## config.mk

```make
export PLATFORM = sky130hd
export DESIGN_NAME = cp_inserter
export DESIGN_NICKNAME = d
export VERILOG_FILES = /design/src/rtl/cp_pkg.sv /design/src/rtl/cp_frame_ram.sv /design/src/rtl/cp_inserter.sv
export SDC_FILE = /design/constraint.sdc
export NUM_CORES = 1
export LEC_CHECK = 0
export CAP_MARGIN = 10
export CORE_MARGIN = 2
export CORE_UTILIZATION = 51
export DETAILED_ROUTE_END_ITERATION = 12
export PLACE_DENSITY = 0.72
export RECOVER_POWER = 25
export SYNTH_ARGS = -nofsm -noshare
export SYNTH_HDL_FRONTEND = slang
export SYNTH_HIERARCHICAL = 1
export SYNTH_SLANG_ARGS = --single-unit
```

## constraint.sdc

```tcl
create_clock -name aclk -period 4.3 [get_ports aclk]
set_clock_uncertainty 0.1 [all_clocks]
set_input_delay 0.645 -clock aclk [delete_from_list [all_inputs] [get_ports aclk]]
set_output_delay 0.645 -clock aclk [all_outputs]
set_load 0.01 [all_outputs]
```

## src/rtl/cp_pkg.sv

```systemverilog
// Shared types for the cyclic-prefix inserter: sample packing, read-FSM states, index sizing.
// Pure definitions, no logic.
package cp_pkg;

    typedef struct packed {
        logic [15:0] re;
        logic [15:0] im;
    } sample_t;

    localparam int SAMPLE_W = $bits(sample_t);

    typedef enum logic [1:0] {
        RD_IDLE   = 2'd0,
        RD_PREFIX = 2'd1,
        RD_BODY   = 2'd2
    } rd_state_e;

    function automatic int idx_width(input int fft_len);
        return $clog2(fft_len);
    endfunction

endpackage

```

## src/rtl/cp_frame_ram.sv

```systemverilog
// Two-bank frame store: one write port, one registered read port; addr = {bank, idx}.
// Read data appears the cycle after rd_en and holds while rd_en is low.
module cp_frame_ram #(
    parameter int ADDR_W = 5,
    parameter int W      = 32
) (
    input  logic              clk,
    input  logic              wr_en,
    input  logic [ADDR_W-1:0] wr_addr,
    input  logic [W-1:0]      wr_dat,
    input  logic              rd_en,
    input  logic [ADDR_W-1:0] rd_addr,
    output logic [W-1:0]      rd_dat
);

    logic [W-1:0] mem [2**ADDR_W];

    always_ff @(posedge clk) begin
        if (wr_en) begin
            mem[wr_addr] <= wr_dat;
        end
        if (rd_en) begin
            rd_dat <= mem[rd_addr];
        end
    end

endmodule

```

## src/rtl/cp_inserter.sv

```systemverilog
// Ping-pong frame buffer that replays the last CP_LEN samples ahead of each FFT_LEN-sample frame.
// First output 2 cycles after the completing input beat; input stalls while the write bank is still full.
module cp_inserter
    import cp_pkg::*;
#(
    parameter int FFT_LEN = 16,
    parameter int CP_LEN  = 4,
    parameter int W       = SAMPLE_W
) (
    input  logic         aclk,
    input  logic         reset,
    input  logic [W-1:0] s_data_in,
    input  logic         s_dvalid,
    input  logic         s_dlast,
    output logic         s_dready,
    output logic [W-1:0] m_data_out,
    output logic         m_dvalid,
    input  logic         m_dready,
    output logic         m_dlast,
    output logic         frame_err
);

    localparam int IDX_W = idx_width(FFT_LEN);
    localparam logic [IDX_W-1:0] IDX_LAST  = IDX_W'(FFT_LEN - 1);
    localparam logic [IDX_W-1:0] PFX_START = IDX_W'(FFT_LEN - CP_LEN);
    localparam rd_state_e        START_STATE = (CP_LEN == 0) ? RD_BODY : RD_PREFIX;
    localparam logic [IDX_W-1:0] START_IDX   = (CP_LEN == 0) ? '0 : PFX_START;

    logic [1:0]       full_q, full_d;
    logic             wr_bank_q, wr_bank_d;
    logic [IDX_W-1:0] wr_idx_q, wr_idx_d;
    logic             frame_err_q, frame_err_d;

    rd_state_e        state_q, state_d;
    logic             rd_bank_q, rd_bank_d;
    logic [IDX_W-1:0] rd_idx_q, rd_idx_d;

    logic             rv_q, rv_d;
    logic             r_last_q, r_last_d;
    logic             m_dvalid_q, m_dvalid_d;
    logic             m_dlast_q, m_dlast_d;
    logic [W-1:0]     m_data_q, m_data_d;

    logic             wr_fire;
    logic             out_load;
    logic             rd_active;
    logic             rd_issue;
    rd_state_e        cur_state;
    logic [IDX_W-1:0] cur_idx;
    logic             cur_last;
    logic [W-1:0]     ram_rd_dat;

    assign s_dready = ~full_q[wr_bank_q];
    assign wr_fire  = s_dvalid & s_dready;
    assign out_load = ~m_dvalid_q | m_dready;

    always_comb begin
        full_d      = full_q;
        wr_bank_d   = wr_bank_q;
        wr_idx_d    = wr_idx_q;
        frame_err_d = 1'b0;
        state_d     = state_q;
        rd_bank_d   = rd_bank_q;
        rd_idx_d    = rd_idx_q;
        cur_last    = 1'b0;

        if (wr_fire) begin
            if (wr_idx_q == IDX_LAST) begin
                full_d[wr_bank_q] = 1'b1;
                wr_bank_d         = ~wr_bank_q;
                wr_idx_d          = '0;
                frame_err_d       = ~s_dlast;
            end else if (s_dlast) begin
                frame_err_d = 1'b1;
                wr_idx_d    = '0;
            end else begin
                wr_idx_d = wr_idx_q + IDX_W'(1);
            end
        end

        // IDLE issues the frame's first read itself so the 2-cycle latency holds.
        rd_active = (state_q != RD_IDLE) || full_q[rd_bank_q];
        cur_state = (state_q == RD_IDLE) ? START_STATE : state_q;
        cur_idx   = (state_q == RD_IDLE) ? START_IDX : rd_idx_q;
        rd_issue  = rd_active && (~rv_q || out_load);

        if (rd_issue) begin
            if (cur_state == RD_PREFIX) begin
                if (cur_idx == IDX_LAST) begin
                    state_d  = RD_BODY;
                    rd_idx_d = '0;
                end else begin
                    state_d  = RD_PREFIX;
                    rd_idx_d = cur_idx + IDX_W'(1);
                end
            end else if (cur_idx == IDX_LAST) begin
                cur_last          = 1'b1;
                full_d[rd_bank_q] = 1'b0;
                rd_bank_d         = ~rd_bank_q;
                if (full_d[~rd_bank_q]) begin
                    state_d  = START_STATE;
                    rd_idx_d = START_IDX;
                end else begin
                    state_d  = RD_IDLE;
                    rd_idx_d = '0;
                end
            end else begin
                state_d  = RD_BODY;
                rd_idx_d = cur_idx + IDX_W'(1);
            end
        end
    end

    // RAM output acts as a one-entry stage; it holds while the output register is stalled.
    always_comb begin
        rv_d       = rv_q;
        r_last_d   = r_last_q;
        m_dvalid_d = m_dvalid_q;
        m_dlast_d  = m_dlast_q;
        m_data_d   = m_data_q;

        if (rd_issue) begin
            rv_d     = 1'b1;
            r_last_d = cur_last;
        end else if (out_load) begin
            rv_d = 1'b0;
        end

        if (out_load) begin
            m_dvalid_d = rv_q;
            m_dlast_d  = rv_q & r_last_q;
            if (rv_q) begin
                m_data_d = ram_rd_dat;
            end
        end
    end

    always_ff @(posedge aclk) begin
        if (reset) begin
            full_q      <= '0;
            wr_bank_q   <= 1'b0;
            wr_idx_q    <= '0;
            frame_err_q <= 1'b0;
            state_q     <= RD_IDLE;
            rd_bank_q   <= 1'b0;
            rd_idx_q    <= '0;
            rv_q        <= 1'b0;
            r_last_q    <= 1'b0;
            m_dvalid_q  <= 1'b0;
            m_dlast_q   <= 1'b0;
            m_data_q    <= '0;
        end else begin
            full_q      <= full_d;
            wr_bank_q   <= wr_bank_d;
            wr_idx_q    <= wr_idx_d;
            frame_err_q <= frame_err_d;
            state_q     <= state_d;
            rd_bank_q   <= rd_bank_d;
            rd_idx_q    <= rd_idx_d;
            rv_q        <= rv_d;
            r_last_q    <= r_last_d;
            m_dvalid_q  <= m_dvalid_d;
            m_dlast_q   <= m_dlast_d;
            m_data_q    <= m_data_d;
        end
    end

    cp_frame_ram #(
        .ADDR_W (IDX_W + 1),
        .W      (W)
    ) u_ram (
        .clk     (aclk),
        .wr_en   (wr_fire),
        .wr_addr ({wr_bank_q, wr_idx_q}),
        .wr_dat  (s_data_in),
        .rd_en   (rd_issue),
        .rd_addr ({rd_bank_q, cur_idx}),
        .rd_dat  (ram_rd_dat)
    );

    assign m_data_out = m_data_q;
    assign m_dvalid   = m_dvalid_q;
    assign m_dlast    = m_dlast_q;
    assign frame_err  = frame_err_q;

endmodule

```

==> results.toml, run 1 <==
[status]
outcome = "finished, violations left"
violations = "capacitance limit, slew limit"

[synth]
synth.area.top_cells = "edfxtp_1 (74%), mux2i_1 (12%), dfxtp_1 (2.4%)"
synth_enable_flop_cells = 1056
synth_top_cell_area_share_pct = 74.0
yosysTopAreaCell = "edfxtp_1"
synthFlopType = "edfxtp_1"
synth_seq_area_share_pct = 76.4
ys_async_sr_fraction_pct = 0
syn_inst = 2506
ys_ff_latch = 1107
syn_nets = 2546
synth_area_sq_um = 42800
ys_warn_count = 6
synth_cell_types = 48
avgSynthCellArea_sq_um = 17.1

[clock_network]
cts_resized = 0
clkTransAtPathRegs_ns = 0.06
insertion_delay_ns = 0.68
post_cts_buffers = 0
cts_hold_buf = 0
cts_sinks = 1107
cts_made_buffers = 106
cts_tree = "built"
cts_root_buf = "clkbuf_16"
clockBufferDepth = 3
htreeDepth = 3

[global_route]
grt_pass1_wl_mm = 150
antenna_found_initial = 4
grt_pass1_vias = 23500
grt.overflow.total = 0
grt_max_degree = 100
track_usage_pct = 23.6

[setup_path]
crit_path_end_kind = "register"
critical_path_class = "reg -> reg"
cp_data_arrival_time_ns = 3.96
start_kind = "register"
cp.required_ns = 4.59
critPathMaxFanout = 17

[sta]
final-setup-viol-count = 0
hold_viol = 0
relSlewSlack_pct = -13.9
setup_tns_ns = 0
worst_hold_slack_ns = 0.355
fin_crit_ns = 3.67
worst_slack_ns = 0.630
fmax_mhz = 272
rsz0062_at_grt = "no"
worst_slew_pin_slew_ns = 1.71
slew_violations = 264
post-route-period-util_pct = 85.3

[power_and_ir_drop]
total_power_uw = 22000
power_density_nw_per_um2 = 450
vdd_drop_max_mv = 0.336
p_leak_uw = 0.0147

[die]
die_h_um = 294
start_util_pct = 51.3
row_count = 106
dieArea_sq_um = 86300
boundaryPins = 73
die_w_um = 294
coreArea_sq_um = 83400

[routing]
drtIter0Drc = 2490
drc = 0
wl_met2_mm = 50.2
vias = 23300
wl_mm = 102
routed.top_layer = "met5"
vias_per_cell = 6.11
firstDrtPassIters = 5
routedWlPerCell_um = 26.7
ant_nets = 0
met1_length_mm = 41.3
dr_wl_met3_mm = 8.37

[layout]
fillCellCount = 5961
nNetsFinal = 2689
fin_util_pct = 58.6
syn2layout_area_growth_pct = 14.1
drive_above_1_share_pct = 10.9

[place]
dp_hpwl_mm = 58.9
numPortBuffers = 72
gp_congestion = 0.862
place_ws_ns = 0.742

[job]
maxCapViolCount = 8

[hold_path]
hp-class = "reg -> reg"
## cell families (layout without fill, tap and decap cells)
group           after synthesis  after routing  share of synthesized area (%)
flops                      1107           1107                           76.4
mux                         516            516                           12.1
simple gates                385            385                           4.05
compound gates              345            345                           5.35
buf+inv                     146            380                           1.93
xor+xnor                      4              4                         0.0818
fa+ha+maj                     3              3                         0.0877
other cells                   0              1                              0
## report_power, final
part / leakage [uW] / internal, uW / switching (uW)
clock: 0.00173 / 5270 / 3940
combinational: 0.00300 / 264 / 581
sequential: 0.00993 / 11900 / 39.7
total: 0.0147 / 17400 / 4560
## routing by layer
layer | track usage [%] | vias up
met5 | 0 | -
met4 | 6.38 | 2
met3 | 3.35 | 147
met2 | 39.2 | 1096
met1 | 32.7 | 12000
li1 | - | 10100
## final cells by class
class / instances / area [sq um] / share of cell area [%]
timing repair buffer: 178 / 1710 / 3.51
clock buffer: 131 / 2860 / 5.85
multi-input combinational: 1253 / 9560 / 19.6
inverter: 3 / 11.3 / 0.0230
antenna: 1 / 2.50 / 0.00512
tap: 1080 / 1350 / 2.77
sequential: 1107 / 32700 / 67.0
clock inverter: 68 / 641 / 1.31
## critical path, stage by stage, from the launching register on
cell	delay (ns)
dfxtp_1	0.37
o21ai_0	0.93
nor2b_4	0.73
buf_4	0.35
a22o_1	0.16
nor3_1	0.07
a31oi_1	0.50
nand3_1	0.15
## flip-flops by register name, summed over array words and instances, names as in the netlist
register      count
wr_idx_q          4
rv_q              1
rd_bank_q         1
full_q            2
m_dlast           1
wr_bank_q         1
state_q           2
m_data_out       32
r_last_q          1
u_ram/rd_dat     32
frame_err         1
u_ram/mem      1024
rd_idx_q          4
m_dvalid          1
## final timing paths
| path | slack [ns] | cells past startpoint | startpoint | end |
|---|---|---|---|---|
| worst max register to register | 0.63 | 7 | state_q[1]$_SDFFE_PP0P_ | u_ram/rd_dat[3]$_DFFE_PP_ |
| worst min-delay path | 0.35 | 2 | m_data_out[15]$_SDFFE_PP0P_ | m_data_out[15]$_SDFFE_PP0P_ |
| worst max-delay path | 0.63 | 7 | state_q[1]$_SDFFE_PP0P_ | u_ram/rd_dat[3]$_DFFE_PP_ |
| worst min register to register | 0.35 | 2 | m_data_out[15]$_SDFFE_PP0P_ | m_data_out[15]$_SDFFE_PP0P_ |
## synthesized netlist by cell type, types with 2 or more instances
master	instances
edfxtp_1	1056
mux2i_1	515
nand2_1	168
a21oi_1	136
nand3_1	102
a22oi_1	96
a22o_1	64
clkbuf_1	60
dfxtp_1	51
nor2_1	47
a31oi_1	34
buf_4	34
nor3_1	33
buf_2	26
buf_6	15
buf_1	6
nand3b_1	6
a311oi_1	5
nand2b_1	4
nor2b_1	4
and2_1	3
ha_1	3
inv_1	3
o21ai_0	3
or3b_2	3
xnor2_1	3
and3_1	2
clkbuf_4	2
or2_2	2
or4b_1	2
## stage by stage
step | cells | area [sq um]
after global routing | 3821 | 48900
after detailed placement | 3612 | 45400
after global placement | 3612 | 45400
final | 3821 | 48900
after CTS | 3811 | 48900
after floorplan | 2506 | 42800
## placed cells by master (no fill, tap or decap), drive strengths merged, types with 9 or more instances in the layout
| cell | synthesis | layout |
|---|---|---|
| edfxtp | 1056 | 1056 |
| mux2i | 516 | 516 |
| nand2 | 169 | 169 |
| clkbuf | 62 | 150 |
| a21oi | 136 | 136 |
| nand3 | 102 | 102 |
| a22oi | 96 | 96 |
| buf | 81 | 88 |
| a22o | 64 | 64 |
| clkinv | 0 | 55 |
| clkdlybuf4s50 | 0 | 53 |
| dfxtp | 51 | 51 |
| nor2 | 47 | 47 |
| a31oi | 34 | 34 |
| nor3 | 33 | 33 |
| dlygate4sd3 | 0 | 18 |
| bufinv | 0 | 9 |
Power figures use the tool's default switching activity.
==> run 2: changes to the inputs <==
Settings changed: MAX_ROUTING_LAYER set to met4.
==> run 2 against run 1 <==
The flow still finishes with violations (capacitance limit, slew limit). Sequential share of layout area barely moved. Sequential power is essentially flat. Setup slack better by 0.0034 ns. Fmax is essentially flat. Combinational power about the same. Critical path type unchanged.
==> results.toml, run 2 (synthesis results as in run 1) <==
[setup_path]
critical-path-top-delay-family = "simple AND/OR/NAND/NOR gates"
crit_path_end_kind = "register"
timing.critical_path.from = "state_q[1]$_SDFFE_PP0P_"
critPathMaxFanout = 24
cp_data_arrival_time_ns = 3.95
critPathMaxStageDelay_ns = 0.67
cpMaxStageDelayCell = "nor2b_1"
critical_path_class = "reg -> reg"
start_kind = "register"
cp.required_ns = 4.59
crit_chain = "nor2_1 > nor2b_1 > and2b_4 > buf_4 > a22o_1 > nor3_1 > a31oi_1 > nand3_1"
rr_startpoint = "state_q[1]$_SDFFE_PP0P_"
critPathBufInv = 1

[sta]
setup_tns_ns = 0
hold_viol = 0
fmax_mhz = 273
post-route-period-util_pct = 85.3
rsz0062_at_grt = "no"
worst_slew_pin_slew_ns = 1.73
fin_crit_ns = 3.67
relSlewSlack_pct = -15.2
final-setup-viol-count = 0
slew_violations = 264

[clock_network]
cts_hold_buf = 0
post_cts_buffers = 0
cts_root_buf = "clkbuf_16"
insertion_delay_ns = 0.68
cts_tree = "built"
clkTransAtPathRegs_ns = 0.06
cts_made_buffers = 106
cts_resized = 0
clockBufferDepth = 3
cts_sinks = 1107
htreeDepth = 3

[status]
outcome = "finished, violations left"
violations = "capacitance limit, slew limit"

[layout]
mostFrequentLayoutCell = "edfxtp_1"
largest_reg_flops = 1024
drive_above_1_share_pct = 10.9
final_cell_mix = "edfxtp_1 (1,056), mux2i_1 (515), nand2_1 (167), a21oi_1 (136), clkbuf_16 (107)"
syn2layout_area_growth_pct = 14.1
final_cells = 3821
fin_util_pct = 58.6
regMostFlops = "u_ram/mem"
nNetsFinal = 2688

[global_route]
antenna_found_initial = 4
grt_pass1_wl_mm = 150
grt.overflow.total = 0
track_usage_pct = 24.3
grt_pass1_vias = 23500
grt_max_degree = 100

[job]
maxCapViolCount = 8

[routing]
vias_per_cell = 6.09
wl_mm = 102
firstDrtPassIters = 5
drtIter0Drc = 2418
vias = 23300
drc = 0
ant_nets = 0
routedWlPerCell_um = 26.7

[power_and_ir_drop]
p_leak_uw = 0.0146
vdd_drop_max_mv = 0.335
power_density_nw_per_um2 = 450

[die]
coreArea_sq_um = 83400
die_h_um = 294
start_util_pct = 51.3
boundaryPins = 73
row_count = 106
die_w_um = 294
dieArea_sq_um = 86300

[place]
dp_hpwl_mm = 58.9
dp_cells = 3612
numPortBuffers = 72
gp_congestion = 0.876

[hold_path]
hp-class = "reg -> reg"
min_from = "m_data_out[1]$_SDFFE_PP0P_"
## run 2: cell type report
cell class	instances	area (sq um)
antenna	2	5.00
tap	1080	1350
clock buffer	131	2860
fill	5961	34600
timing repair buffer	177	1700
sequential	1107	32700
clock inverter	68	641
inverter	3	11.3
multi-input combinational	1253	9560
## run 2: layer usage
layer | part of all wire (%) | global-route usage (%)
met1 | 41 | 32.8
met4 | 2.2 | 6.42
met3 | 8.0 | 3.20
met2 | 49 | 39.3
met5 | 0 | -
## run 2: worst paths after layout
check / end / slack, ns / depth (start not counted)
max: u_ram/rd_dat[3]$_DFFE_PP_ / 0.63 / 8
min: m_data_out[1]$_SDFFE_PP0P_ / 0.35 / 2
max reg2reg: u_ram/rd_dat[3]$_DFFE_PP_ / 0.63 / 8
min reg2reg: m_data_out[1]$_SDFFE_PP0P_ / 0.35 / 2
## run 2: tightest hold or removal path: cells and delay by family (launching register included)
kind            cells  cell delay, ns
flops               1            0.31
simple gates        1            0.05
compound gates      1            0.05
## run 2: report_power, final
| group | internal (uW) | leakage, uW | switching [uW] | total (uW) |
|---|---|---|---|---|
| Sequential | 11900 | 0.00993 | 39.7 | 11900 |
| Clock | 5270 | 0.00173 | 3950 | 9220 |
| Combinational | 263 | 0.00299 | 582 | 844 |
| Total | 17400 | 0.0146 | 4570 | 22000 |
## run 2: through the flow
step / setup WS (ns) / total power (uW) / hold WS [ns] / instance area [sq um]
floorplan: 0.656 / 12600 / 0.361 / 42800
global placement: 0.900 / 13000 / 0.344 / 45400
detailed placement: 0.742 / 13000 / 0.345 / 45400
CTS: 0.728 / 22100 / 0.333 / 48900
global route: 0.447 / 22600 / 0.377 / 48900
finish: 0.634 / 22000 / 0.354 / 48900
==> RTL change (flow settings as in run 2) <==
Reset style: asynchronous (`reset`), changed in one clocked block.
--- a/src/rtl/cp_inserter.sv
+++ b/src/rtl/cp_inserter.sv
@@ -137,3 +137,3 @@
 
-    always_ff @(posedge aclk) begin
+    always_ff @(posedge aclk or posedge reset) begin
         if (reset) begin
Check against the original RTL: differs if reset is asserted again (counterexample within 4 cycles, from zero or initial values and one cycle with reset high); with reset held inactive, the same outputs for 4 cycles.
==> RTL change against run 2 <==
- the run still ends with max-capacitance violations, max-slew violations left
- area after synthesis rose by 0.37%
- count of clock-buffer cells in the layout fell by 5
- critical path type unchanged
- synthesized cell count fell by 3.0%
- routed wire length fell by 8.0%
- sequential cell count did not move
- final area rose by 0.37%
- worst setup slack improved by 0.25 ns
Power is not compared: it rests on default switching activity, and its combinational part moved more than twofold at a synthesized area within 25%.
==> RTL change: results (changes against run 2) <==
stage;metric;value;unit;change
run_status;run_status;complete, but fails checks;;
run_status;violations;max-capacitance violations, max-slew violations;;
hold_path;holdCritPathClass;flip-flop to flip-flop;;
synth;synthCells;2431;;-3.0%
cts;path_clk_slew;0.06;ns;about the same
grt;use_met1;30.0;%;-2.8 points
cts;postCtsResizedCells;0;;unchanged
cts;htreeDepth;3;;unchanged
synth;synth_area_leaders;edfxtp_1 74%, mux2i_1 12%, dfrtp_1 3.0%, a22oi_1 1.7%, a22o_1 1.3%;;
grt;grtUsageMet3;4.16;%;+0.95 points
drt;num_vias;22400;;-3.6%
synth;yosysSeqAreaShare;76.7;%;+0.32 points
placement;dp_hpwl;54000;um;-8.3%
grt;grt_usage;22.2;%;-2.0 points
drt;avgViaCountPerCell;6.00;;-1.6%
pwr;clockPowerShare;30.4;%;
critical_path;r2r-start;wr_bank_q$_DFFE_PP0P_;;
critical_path;rrSetupSlack;0.88;ns;+0.25 ns
placement;port_buffers;72;;unchanged
pwr;p_leak;16.6;nW;
timing;maxSlewViolCount;594;;+130%
grt;use_met2;35.5;%;-3.8 points
flow_run;max-cap-violations;18;;+10
synth;async_reset_ff_share;4.61;%;+4.6 points
cts;ctsLongestPathBuffers;3;;unchanged
final_layout;largest_reg_flops;1024;;unchanged
pwr;max-vdd-ir-drop;589;uV;
final_layout;drive_gt1_share;10.9;%;about the same
cts;numCtsBuffers;104;;-1.9%
pwr;switchingPower;9.32;mW;
grt;grt_pass1_wl;139000;um;-7.6%
synth;ys_types;47;;-2.1%
final_layout;nNetsFinal;2611;;-2.9%
grt;antenna_found_initial;5;;+1
pwr;power_frac_seq;40.9;%;
synth;synth_common_cells;1,056 x edfxtp_1, 513 x mux2i_1, 108 x nand2_1, 102 x nand3_1, 101 x a21oi_1;;
critical_path;rr_worst_depth;7;;-1
critical_path;cp_max_fo;32;;+33%
drt;drt-initial-drc-count;2629;;+8.7%
critical_path;end_kind;flip-flop;;
critical_path;crit_arrival;3.60;ns;-0.35 ns
drt;postRouteWirelength;93900;um;-8.0%
drt;met2_length;46000;um;-8.6%
drt;dr_wl_met3;8020;um;-2.3%
synth;synth_fp_nets;2471;;-2.9%
placement;globalplace.congestion;0.847;;-3.3%
placement;dp.cells;3541;;-2.0%
placement;place_ws;0.724;ns;-0.0176 ns
pwr;switching_share;30.1;%;
timing;min_period;3.42;ns;-0.249 ns
drt;dr.pass1.iters;5;;unchanged
placement;postPlaceCellArea;0.0455;mm^2;+0.28%
grt;grt_start_max_net_pins;101;;+1.0%
timing;slew_headroom;-18.7;%;-3.5 points
drt;wl_met1;38600;um;-6.8%
synth;synth_edf_count;1056;;unchanged
critical_path;timing.rr.end;u_ram/mem[2][28]$_DFFE_PP_;;
cts;clk_latency;0.66;ns;-0.02 ns
cts;postCtsSetupBuffers;0;;unchanged
RTL change: cell types whose count changed after synthesis, moves of 12 or more:
cell	delta
clkbuf_1	-13
nand2_1	-60
dfrtp_1	+51
mux2_1	+23
dfxtp_1	-51
a21oi_1	-35
mux2_2	+12
RTL change: worst max-delay path: stages (launching register included):
cell and delay [ns]:
dfrtp_1 0.67, mux2i_2 0.37, nand2_2 0.18, inv_1 0.16, nand3b_1 0.57, buf_4 0.40, nor2_4 0.10, buf_4 0.46
RTL change: area by class of cell:
cell class,instances,area (um^2)
Fill cell,5967,34500
Sequential cell,1107,33000
Multi-Input combinational cell,1182,9450
Clock buffer,126,2770
Timing Repair Buffer,168,1650
Tap cell,1080,1350
Clock inverter,67,779
Inverter,8,30.0
Antenna cell,5,12.5
RTL change: logic make-up (layout without fill, tap and decap cells):
logic type      after synthesis  after routing  share of synthesized area (%)
other cells                   0              5                              0
simple gates                312            312                           3.33
buf+inv                     142            369                           1.91
mux                         549            549                           12.9
fa+ha+maj                     3              3                         0.0873
xor+xnor                      4              4                         0.0815
compound gates              314            314                           4.96
flops                      1107           1107                           76.7
RTL change: worst min-delay path by stage:
stage                                           from                    endpoint  slack, ns  depth (start not counted)
after floorplan            u_ram/rd_dat[0]$_DFFE_PP_   m_data_out[0]$_DFFE_PP0P_       0.33                          1
after global placement    u_ram/rd_dat[13]$_DFFE_PP_  m_data_out[13]$_DFFE_PP0P_       0.34                          1
after detailed placement   u_ram/rd_dat[5]$_DFFE_PP_   m_data_out[5]$_DFFE_PP0P_       0.34                          1
after CTS                                      reset         frame_err$_DFF_PP0_       0.23                          2
after global routing       u_ram/rd_dat[0]$_DFFE_PP_   m_data_out[0]$_DFFE_PP0P_       0.37                          1
final                      u_ram/rd_dat[5]$_DFFE_PP_   m_data_out[5]$_DFFE_PP0P_       0.35                          1
